## config.mk

```make
export PLATFORM = sky130hd
export DESIGN_NAME = hazard_ctrl
export DESIGN_NICKNAME = d
export VERILOG_FILES = /design/src/rtl/hazard_ctrl_pkg.sv /design/src/rtl/hazard_scoreboard.sv /design/src/rtl/hazard_ctrl.sv
export SDC_FILE = /design/constraint.sdc
export NUM_CORES = 1
export LEC_CHECK = 0
export BUFFER_PORTS_ARGS = -buffer_cell sky130_fd_sc_hd__buf_2
export CORE_MARGIN = 3
export CORE_UTILIZATION = 57
export DETAILED_ROUTE_END_ITERATION = 7
export PLACE_DENSITY = 0.81
export SETUP_SLACK_MARGIN = 0.5
export SKIP_LAST_GASP = 1
export SLEW_MARGIN = 15
export SYNTH_ARGS = -nofsm -noshare
export SYNTH_HDL_FRONTEND = slang
export SYNTH_HIERARCHICAL = 1
export SYNTH_SLANG_ARGS = --single-unit
export TNS_END_PERCENT = 5
```

## constraint.sdc

```tcl
create_clock -name I_CLOCK -period 4.7 [get_ports I_CLOCK]
set_input_delay 0.47 -clock I_CLOCK [delete_from_list [all_inputs] [get_ports I_CLOCK]]
set_output_delay 0.47 -clock I_CLOCK [all_outputs]
set_load 0.02 [all_outputs]
```

## src/rtl/hazard_ctrl_pkg.sv

```systemverilog
// hazard_ctrl_pkg: shared widths and branch FSM encoding for the hazard controller.
package hazard_ctrl_pkg;
  localparam int PC_WIDTH      = 16;
  localparam int NUM_REGS      = 16;
  localparam int REG_IDX_WIDTH = 4;
  localparam int CNT_WIDTH     = 2;
  typedef enum logic {BR_IDLE = 1'b0, BR_WAIT = 1'b1} br_state_e;
endpackage

```

## src/rtl/hazard_scoreboard.sv

```systemverilog
// hazard_scoreboard: per-register pending-writer counts with writeback bypass on source lookup.
module hazard_scoreboard
  import hazard_ctrl_pkg::*;
(
  input  logic                     clk,
  input  logic                     rst,
  input  logic                     inc_i,
  input  logic [REG_IDX_WIDTH-1:0] inc_idx_i,
  input  logic                     dec_i,
  input  logic [REG_IDX_WIDTH-1:0] dec_idx_i,
  input  logic                     src1_vld_i,
  input  logic [REG_IDX_WIDTH-1:0] src1_i,
  input  logic                     src2_vld_i,
  input  logic [REG_IDX_WIDTH-1:0] src2_i,
  output logic                     busy_o,
  output logic                     err_o
);
  logic [CNT_WIDTH-1:0] cnt_q [NUM_REGS];
  logic [CNT_WIDTH-1:0] cnt_d [NUM_REGS];
  logic same, busy1, busy2;
  // a writeback retiring the source this cycle lowers its effective count by one
  assign busy1  = src1_vld_i & (cnt_q[src1_i] > {1'b0, dec_i && dec_idx_i == src1_i});
  assign busy2  = src2_vld_i & (cnt_q[src2_i] > {1'b0, dec_i && dec_idx_i == src2_i});
  assign busy_o = busy1 | busy2;
  assign same   = inc_i & dec_i & (inc_idx_i == dec_idx_i);
  always_comb begin
    cnt_d = cnt_q;
    err_o = 1'b0;
    if (inc_i && !same) begin
      if (cnt_q[inc_idx_i] == 2'd3) err_o = 1'b1;
      else cnt_d[inc_idx_i] = cnt_q[inc_idx_i] + 2'd1;
    end
    if (dec_i && !same) begin
      if (cnt_q[dec_idx_i] == 2'd0) err_o = 1'b1;
      else cnt_d[dec_idx_i] = cnt_q[dec_idx_i] - 2'd1;
    end
  end
  always_ff @(negedge clk) begin
    if (rst) cnt_q <= '{default: '0};
    else cnt_q <= cnt_d;
  end
endmodule

```

## src/rtl/hazard_ctrl.sv

```systemverilog
// hazard_ctrl: dependency and branch stall control with fetch redirect, stall counter and protocol flag.
module hazard_ctrl
  import hazard_ctrl_pkg::*;
(
  input  logic                     I_CLOCK,
  input  logic                     I_RESET,
  input  logic                     I_LOCK,
  input  logic                     I_DE_Valid,
  input  logic [PC_WIDTH-1:0]      I_DE_PC,
  input  logic                     I_DE_IsBranch,
  input  logic [REG_IDX_WIDTH-1:0] I_DE_Src1,
  input  logic [REG_IDX_WIDTH-1:0] I_DE_Src2,
  input  logic                     I_DE_Src1Vld,
  input  logic                     I_DE_Src2Vld,
  input  logic                     I_DE_WrEn,
  input  logic [REG_IDX_WIDTH-1:0] I_DE_Dest,
  input  logic                     I_MEM_BrResolve,
  input  logic                     I_MEM_BrTaken,
  input  logic [PC_WIDTH-1:0]      I_MEM_BrTarget,
  input  logic                     I_WB_WrEn,
  input  logic [REG_IDX_WIDTH-1:0] I_WB_Dest,
  output logic                     O_DepStallSignal,
  output logic                     O_BranchStallSignal,
  output logic                     O_BranchAddrSelect,
  output logic [PC_WIDTH-1:0]      O_BranchPC,
  output logic [15:0]              O_StallCycles,
  output logic                     O_ProtoErr
);
  br_state_e state_q, state_d;
  logic [PC_WIDTH-1:0] ft_q, ft_d, pc_q, pc_d;
  logic [15:0] stall_q, stall_d;
  logic sel_q, sel_d, err_q, err_d, rst, issue, src_busy, sb_err;
  assign rst                 = I_RESET | ~I_LOCK;
  assign O_DepStallSignal    = I_LOCK & I_DE_Valid & src_busy;
  assign issue               = I_DE_Valid & ~O_DepStallSignal & (state_q == BR_IDLE);
  assign O_BranchStallSignal = I_LOCK & ((state_q == BR_WAIT) | (issue & I_DE_IsBranch));
  assign O_BranchAddrSelect  = sel_q;
  assign O_BranchPC          = pc_q;
  assign O_StallCycles       = stall_q;
  assign O_ProtoErr          = err_q;
  hazard_scoreboard u_sb (
    .clk        (I_CLOCK),
    .rst        (rst),
    .inc_i      (issue & I_DE_WrEn),
    .inc_idx_i  (I_DE_Dest),
    .dec_i      (I_WB_WrEn),
    .dec_idx_i  (I_WB_Dest),
    .src1_vld_i (I_DE_Src1Vld),
    .src1_i     (I_DE_Src1),
    .src2_vld_i (I_DE_Src2Vld),
    .src2_i     (I_DE_Src2),
    .busy_o     (src_busy),
    .err_o      (sb_err)
  );
  always_comb begin
    state_d = state_q;
    ft_d    = ft_q;
    pc_d    = pc_q;
    sel_d   = 1'b0;
    if (state_q == BR_IDLE) begin
      if (issue && I_DE_IsBranch) begin
        state_d = BR_WAIT;
        ft_d    = I_DE_PC;
      end
    end else if (I_MEM_BrResolve) begin
      state_d = BR_IDLE;
      sel_d   = 1'b1;
      pc_d    = I_MEM_BrTaken ? I_MEM_BrTarget : ft_q;
    end
    err_d   = err_q | sb_err | (I_MEM_BrResolve & (state_q == BR_IDLE));
    stall_d = (stall_q != 16'hFFFF && (O_DepStallSignal || O_BranchStallSignal)) ? stall_q + 16'd1 : stall_q;
  end
  always_ff @(negedge I_CLOCK) begin
    if (rst) begin
      state_q <= BR_IDLE;
      ft_q    <= '0;
      pc_q    <= '0;
      sel_q   <= 1'b0;
      err_q   <= 1'b0;
      stall_q <= '0;
    end else begin
      state_q <= state_d;
      ft_q    <= ft_d;
      pc_q    <= pc_d;
      sel_q   <= sel_d;
      err_q   <= err_d;
      stall_q <= stall_d;
    end
  end
endmodule

```

==> metrics.csv, run 1 <==
metric,value,unit
synth_seq_cells,83,
clk_latency,540,ps
clock_skew,134.5,ps
wl_per_cell,23.44,um
synth_cells,581,
setup_violations,68,
cts_tree,done,
use_met2,58.26,%
die_h,104.4,um
pre_cts_slack,-1245,ps
num_antenna_cells,0,
core,0.009328,mm2
synth.avg_cell_area,9.491,um2
grt_max_degree,37,
numPortBuffers,94,
vias,6497,
yosysTopAreaCellShare,30.13,%
crit_arrival,5400,ps
drive_gt1_share,40.71,%
synth_edf_count,0,
finalWorstSetupSlack,-1170,ps
post-dp-hpwl,13320,um
drtAntennaViolNets,0,
h-tree-depth,3,
slew_violations,0,
grt-ovfl-total,0,
place.gp.congestion,1.100,
ys_seq_area_share,30.13,%
dieWidth,104.4,um
worst_pin_slew,698.5,ps
wirelength,22710,um
yosys-top-cells-area,"dfxtp_1 30%, mux4_2 16%, mux2i_1 8.0%, a21oi_1 3.7%, nand2_1 3.5%",
worstPathRequired,4230,ps
dieArea,0.01089,mm2
ir_drop,0.0001573,V
met1_usage,42.61,%
hp-class,reg -> reg,
cpMostUsedCell,buf_6,
grt_pass1_wl,32380,um
syn_to_final_growth,39.51,%
grt_use_met3,12.91,%
rsz0062_at_grt,true,
path_cells,"mux4_2, mux4_2, inv_2, ha_4, nor2_4, o21ai_2, nand2_2, nand2_2, buf_6, nand4_1, buf_6, a21boi_2, buf_6",
grt_pass1_vias,6398,
worstSetupPathType,reg -> out,
firstDrtPassIters,6,
busiest_layer,met2,
drcViolationCount,0,
clk_pin_slew_worst_paths,50,ps
cts-root-buf,clkbuf_8,
antenna_found_initial,0,
fin_nets,899,
crit_path_max_incr_delay,520,ps
hold_ws,470.7,ps
drtIter0Drc,897,
finalHoldViolCount,0,
ys_warn_count,6,
path_max_fanout,3,
cts.path.max_buffers,2,
cap_viol_max_count,0,
dpl_cell_area,0.006790,mm2
cpLargestDelayFamily,multiplexers,
ys_async_sr_fraction,0,%
rows,35,
cpMaxStageDelayCell,mux4_2,
ys_types,63,
numCtsBuffers,9,
cp-end-kind,output pin,
cp-start-kind,register,
viasPerCell,6.705,
initial_utilization,59.11,%
io_pins,95,
slew_headroom,53.43,%
synthesis.nets,645,
cts_sinks,83,
track_usage,36.91,%
pwr_density_cell,251.6,mW/mm2
leakagePower,0.003555,uW
fin_area,0.007692,mm2
violations,setup timing,
synth_ff_type,dfxtp_1,
outcome,"complete, but fails checks",
syn-cell-area,0.005514,mm2
critical_path_buf_inv_count,4,
yosysTopAreaCell,dfxtp_1,
==> cell type report <==
class	instances	area [um2]
clock inverters	90	409.1
well taps	129	161.4
multi-input cells	434	3714
inverters	8	30.03
fillers	517	1635
repair buffers	216	1578
clock buffers	9	123.9
flip-flops and latches	83	1677
==> logic make-up (layout without fill, tap and decap cells) <==
group	after synthesis	count (layout)	share of synthesized area [%]
simple gates	182	182	17.93
buf+inv	64	323	5.627
compound gates	137	137	16.75
flops	83	83	30.13
xor+xnor	22	22	3.495
fa+ha+maj	5	5	1.135
mux	88	88	24.94
==> worst register-to-register path, delay by kind of cell (launching register included) <==
| family | cells | cell delay [ps] |
|---|---|---|
| compound gates | 4 | 690 |
| fa+ha+maj | 1 | 230 |
| flops | 1 | 370 |
| simple gates | 6 | 840 |
| mux | 2 | 960 |
| buf+inv | 3 | 360 |
==> final timing paths <==
path / cells after the start / from / slack, ps / end
worst min register to register: 2 / ft_q[6]$_SDFFE_NP0P_ / 470 / ft_q[6]$_SDFFE_NP0P_
worst max register to register: 16 / u_sb/cnt_q[6]$_SDFF_NP0_ / 1130 / u_sb/cnt_q[15]$_SDFF_NP0_
worst max-delay path: 13 / u_sb/cnt_q[6]$_SDFF_NP0_ / -1170 / O_BranchStallSignal
worst min-delay path: 2 / ft_q[6]$_SDFFE_NP0P_ / 470 / ft_q[6]$_SDFFE_NP0P_
==> cells in the mapped netlist (all sizes together), types with 7 or more instances <==
cell and n:
mux2i 45, o211ai 7, buf 30, nor2b 11, nand4 9, and3 10, nand2 53, a21oi 41
a31oi 11, dfxtp 83, clkbuf 24, mux4 38, xor2 13, o21ai 17, nand3 15, inv 10
a211oi 19, xnor2 9, a221oi 10, and2 7, nor2 44
==> repair_timing <==
action                                  in CTS  in global routing
resized for setup                           30                 27
pin swaps                                    9                  7
setup buffers                               13                  3
endpoints found under the setup margin      68                 68
gates cloned                                 1                  1
hold buffers                                 0                  0
==> where the power goes <==
part	switching (uW)	internal, uW
sequential	5.41	711
clock	589	355
combinational	152	123
==> layer usage <==
metal | wire length (um) | vias up
li1 | - | 2693
met1 | 7659 | 3038
met2 | 10180 | 578
met3 | 2951 | 188
met4 | 1922 | 0
met5 | 0 | -
==> state kept, by name (all words and copies together) (netlist names) <==
| signal | cells |
|---|---|
| O_BranchPC | 16 |
| O_ProtoErr | 1 |
| state_q | 1 |
| ft_q | 16 |
| O_BranchAddrSelect | 1 |
| u_sb/cnt_q | 32 |
| O_StallCycles | 16 |
==> cell usage in the layout (no fill, tap or decap), types with 4 or more instances in the layout <==
| cell type | netlist | layout |
|---|---|---|
| o21ai_2 | 0 | 5 |
| buf_4 | 3 | 103 |
| buf_6 | 4 | 13 |
| and2_1 | 5 | 5 |
| o21a_1 | 5 | 5 |
| nand3b_1 | 5 | 5 |
| xnor2_1 | 9 | 9 |
| mux2i_1 | 44 | 43 |
| mux4_2 | 38 | 38 |
| o21ai_0 | 16 | 11 |
| nand4_1 | 7 | 7 |
| a21oi_1 | 41 | 38 |
| and3_1 | 7 | 6 |
| nand2b_1 | 5 | 5 |
| a31o_2 | 6 | 6 |
| ha_1 | 5 | 4 |
| o211ai_1 | 7 | 7 |
| and4_1 | 4 | 4 |
| nor2_1 | 44 | 42 |
| nor2b_1 | 11 | 11 |
| nand3_1 | 15 | 13 |
| nand2_1 | 52 | 48 |
| o22ai_1 | 5 | 4 |
| a221oi_1 | 10 | 10 |
| buf_2 | 23 | 90 |
| buf_12 | 0 | 6 |
| a211oi_1 | 18 | 17 |
| xor2_1 | 13 | 13 |
| and4b_1 | 4 | 4 |
| dfxtp_1 | 83 | 77 |
| clkbuf_8 | 0 | 9 |
| a41o_1 | 6 | 6 |
| inv_1 | 8 | 88 |
| a31oi_2 | 0 | 8 |
==> stage by stage <==
step	std cells	TNS (ps)	util, %	total power [uW]
detailed placement	854	-67050	72.80	1067
global route	969	-61420	82.47	2029
floorplan	581	-41270	-	980.4
CTS	965	-46300	80.90	1854
finish	969	-58030	82.47	1936
global placement	854	-59810	72.80	1062
Note: power is estimated with default switching activity, not from simulation.
==> run 2: changes to the inputs <==
--- a/config.mk
+++ b/config.mk
@@ -9,7 +9,7 @@
 export CORE_MARGIN = 3
 export CORE_UTILIZATION = 57
 export DETAILED_ROUTE_END_ITERATION = 7
-export PLACE_DENSITY = 0.81
+export PLACE_DENSITY = 0.8
 export SETUP_SLACK_MARGIN = 0.5
 export SKIP_LAST_GASP = 1
 export SLEW_MARGIN = 15
==> run 2 against run 1 <==
Against the previous run:
- clock-buffer cell count is the same
- via count increased by 2.5%
- the run still ends with setup timing left
- critical path type is now in -> reg
- clock power is 5.3% lower
==> metrics.csv, run 2 (same netlist as run 1, synthesis figures left out) <==
metric,value,unit,change
cts_tree,done,,
hp-class,reg -> reg,,
fin_nets,897,,-0.22%
place_inst,854,,unchanged
r2r_start,u_sb/cnt_q[10]$_SDFF_NP0_,,
worstHoldStart,ft_q[4]$_SDFFE_NP0P_,,
drcViolationCount,0,,unchanged
place.gp.congestion,0.9888,,-10%
finalHoldViolCount,0,,unchanged
regMostFlops,u_sb/cnt_q,,
ir_drop,0.0001692,V,+7.6%
final_cells,968,,-0.10%
numCtsBuffers,9,,unchanged
critical_path_buf_inv_count,12,,+8
grt-ovfl-total,0,,unchanged
reg2reg_slack,1120,ps,about the same
vias,6662,,+2.5%
slew_headroom,47.91,%,-5.5 points
initial_utilization,59.11,%,unchanged
pwr_density_cell,249.1,mW/mm2,-1.0%
cp-start-kind,input pin,,
rows,35,,unchanged
dieArea,0.01089,mm2,unchanged
fill_cells,523,,+1.2%
cpLargestDelayFamily,buffers and inverters,,
dieWidth,104.4,um,unchanged
slew_violations,0,,unchanged
clk_latency,530,ps,about the same
cp-end-kind,register,,
reg2regPathDepth,21,,+5
leakagePower,0.003530,uW,-0.70%
violations,setup timing,,
io_pins,95,,unchanged
drtIter0Drc,1133,,+26%
drive_gt1_share,40.57,%,-0.14 points
fin_area,0.007631,mm2,-0.80%
numPortBuffers,94,,unchanged
pre_cts_slack,-1419,ps,-174.0 ps
core,0.009328,mm2,unchanged
cpMaxStageDelayCell,nor4_1,,
path_max_fanout,7,,+4
die_h,104.4,um,unchanged
outcome,"complete, but fails checks",,
utilization,81.81,%,-0.66 points
drtAntennaViolNets,0,,unchanged
rsz0062_at_grt,true,,
finalWorstSetupSlack,-1200,ps,-29.20 ps
whs_path_depth,2,,unchanged
worstSetupPathType,in -> reg,,
wirelength,23550,um,+3.7%
layout_commonest_cell,buf_4,,
grt_pass1_wl,32090,um,-0.90%
min_to,ft_q[4]$_SDFFE_NP0P_,,
layout_common_cells,"99 x buf_4, 92 x buf_2, 87 x inv_1",,
worstPathRequired,2640,ps,-1590 ps
dpl_cell_area,0.006828,mm2,+0.55%
seqCellArea,0.001672,mm2,-0.30%
cts-root-buf,clkbuf_8,,
viasPerCell,6.882,,+2.6%
cts_sinks,83,,unchanged
setup_violations,68,,unchanged
grt_max_degree,37,,unchanged
post-dp-hpwl,13350,um,+0.24%
r2r-end,ft_q[3]$_SDFFE_NP0P_,,
wl_per_cell,24.33,um,+3.8%
clk_pin_slew_worst_paths,50,ps,about the same
firstDrtPassIters,7,,+1
largest_reg_flops,32,,unchanged
path_cells,"buf_2, buf_4, xnor2_1, nand2_1, nor4_1, ha_4, nor2_4, o21ai_2, nand2_2, nand2_2, buf_6, nand4_1, buf_4, buf_6, buf_6, buf_6, buf_6, buf_6, buf_6, buf_6, buf_8, nand2_1, a21oi_1",,
cap_viol_max_count,0,,unchanged
hold_buffers,0,,unchanged
cts.path.max_buffers,2,,unchanged
multiInputGateArea,0.003705,mm2,-0.24%
clock_skew,121.5,ps,-12.99 ps
track_usage,36.92,%,about the same
antenna_found_initial,1,,+1
crit_path_max_incr_delay,600,ps,+80 ps
cpMostUsedCell,buf_6,,
worst_pin_slew,774.2,ps,+75.72 ps
h-tree-depth,3,,unchanged
crit_arrival,3840,ps,-1560 ps
grt_pass1_vias,6457,,+0.92%
syn_to_final_growth,38.39,%,
[run 2: cell count changes in the layout (fill, tap and decap cells not counted), moves of 2 or more]
| cell | previous run | this run |
|---|---|---|
| buf_6 | 13 | 11 |
| buf_2 | 90 | 92 |
| dfxtp_2 | 3 | 5 |
| nand3_1 | 13 | 15 |
| buf_4 | 103 | 99 |
| clkinv_8 | 2 | 0 |
| inv_6 | 1 | 3 |
| buf_12 | 6 | 10 |
| dfxtp_4 | 3 | 1 |
[run 2: worst max-delay path by stage]
stage / cells past startpoint / start / slack (ps) / to
2_1_floorplan: 15 / I_DE_Src1[0] / -890 / u_sb/cnt_q[29]$_SDFF_NP0_
3_3_place_gp: 15 / I_DE_Src1[0] / -1180 / u_sb/cnt_q[27]$_SDFF_NP0_
3_5_place_dp: 15 / I_DE_Src2[0] / -1420 / u_sb/cnt_q[27]$_SDFF_NP0_
4_1_cts: 13 / u_sb/cnt_q[24]$_SDFF_NP0_ / -1100 / O_BranchStallSignal
5_1_grt: 13 / u_sb/cnt_q[10]$_SDFF_NP0_ / -1170 / O_BranchStallSignal
6_report: 23 / I_DE_Src2[1] / -1200 / ft_q[3]$_SDFFE_NP0P_
[run 2: worst min-delay path: stages, from the launching register on]
cell	delay, ps
dfxtp_1	310
nand2_1	60
a21oi_1	60
[run 2: through the flow]
stage	total power, uW	hold slack, ps	setup TNS (ps)
6_report	1901	474.2	-59690
5_1_grt	1984	493.8	-55690
4_1_cts	1785	459.3	-46860
3_5_place_dp	1074	451.1	-72420
3_3_place_gp	1065	442.4	-60650
2_1_floorplan	980.4	435.7	-41270
[run 2: per-layer routing]
layer  up-vias  GRT usage, %  wire length, um
met5         -             0                0
met4         0         24.12             2141
met3       234         10.55             3012
met1      3029         42.75             7847
li1       2694             -                -
met2       705         59.55            10550
[run 2: area by class of cell]
class,count,area share [%]
inverter,8,0.3935
multi-input combinational,434,48.55
antenna,1,0.03279
clock buffer,9,1.623
timing repair buffer,214,20.54
tap,129,2.115
sequential,83,21.91
clock inverter,90,4.837
[run 2: power by group]
group          total, uW  internal, uW  switching, uW
sequential           718           712           5.62
combinational        289           128            161
clock                894           295            599
total               1900          1140            766
[run 2: repair_timing]
item | in CTS | in global routing
resized for setup | 24 | 32
hold endpoints to repair | 0 | 0
endpoints found under the setup margin | 68 | 68
cloned | 1 | 1
pin swaps | 9 | 10
buffers inserted | 9 | 5
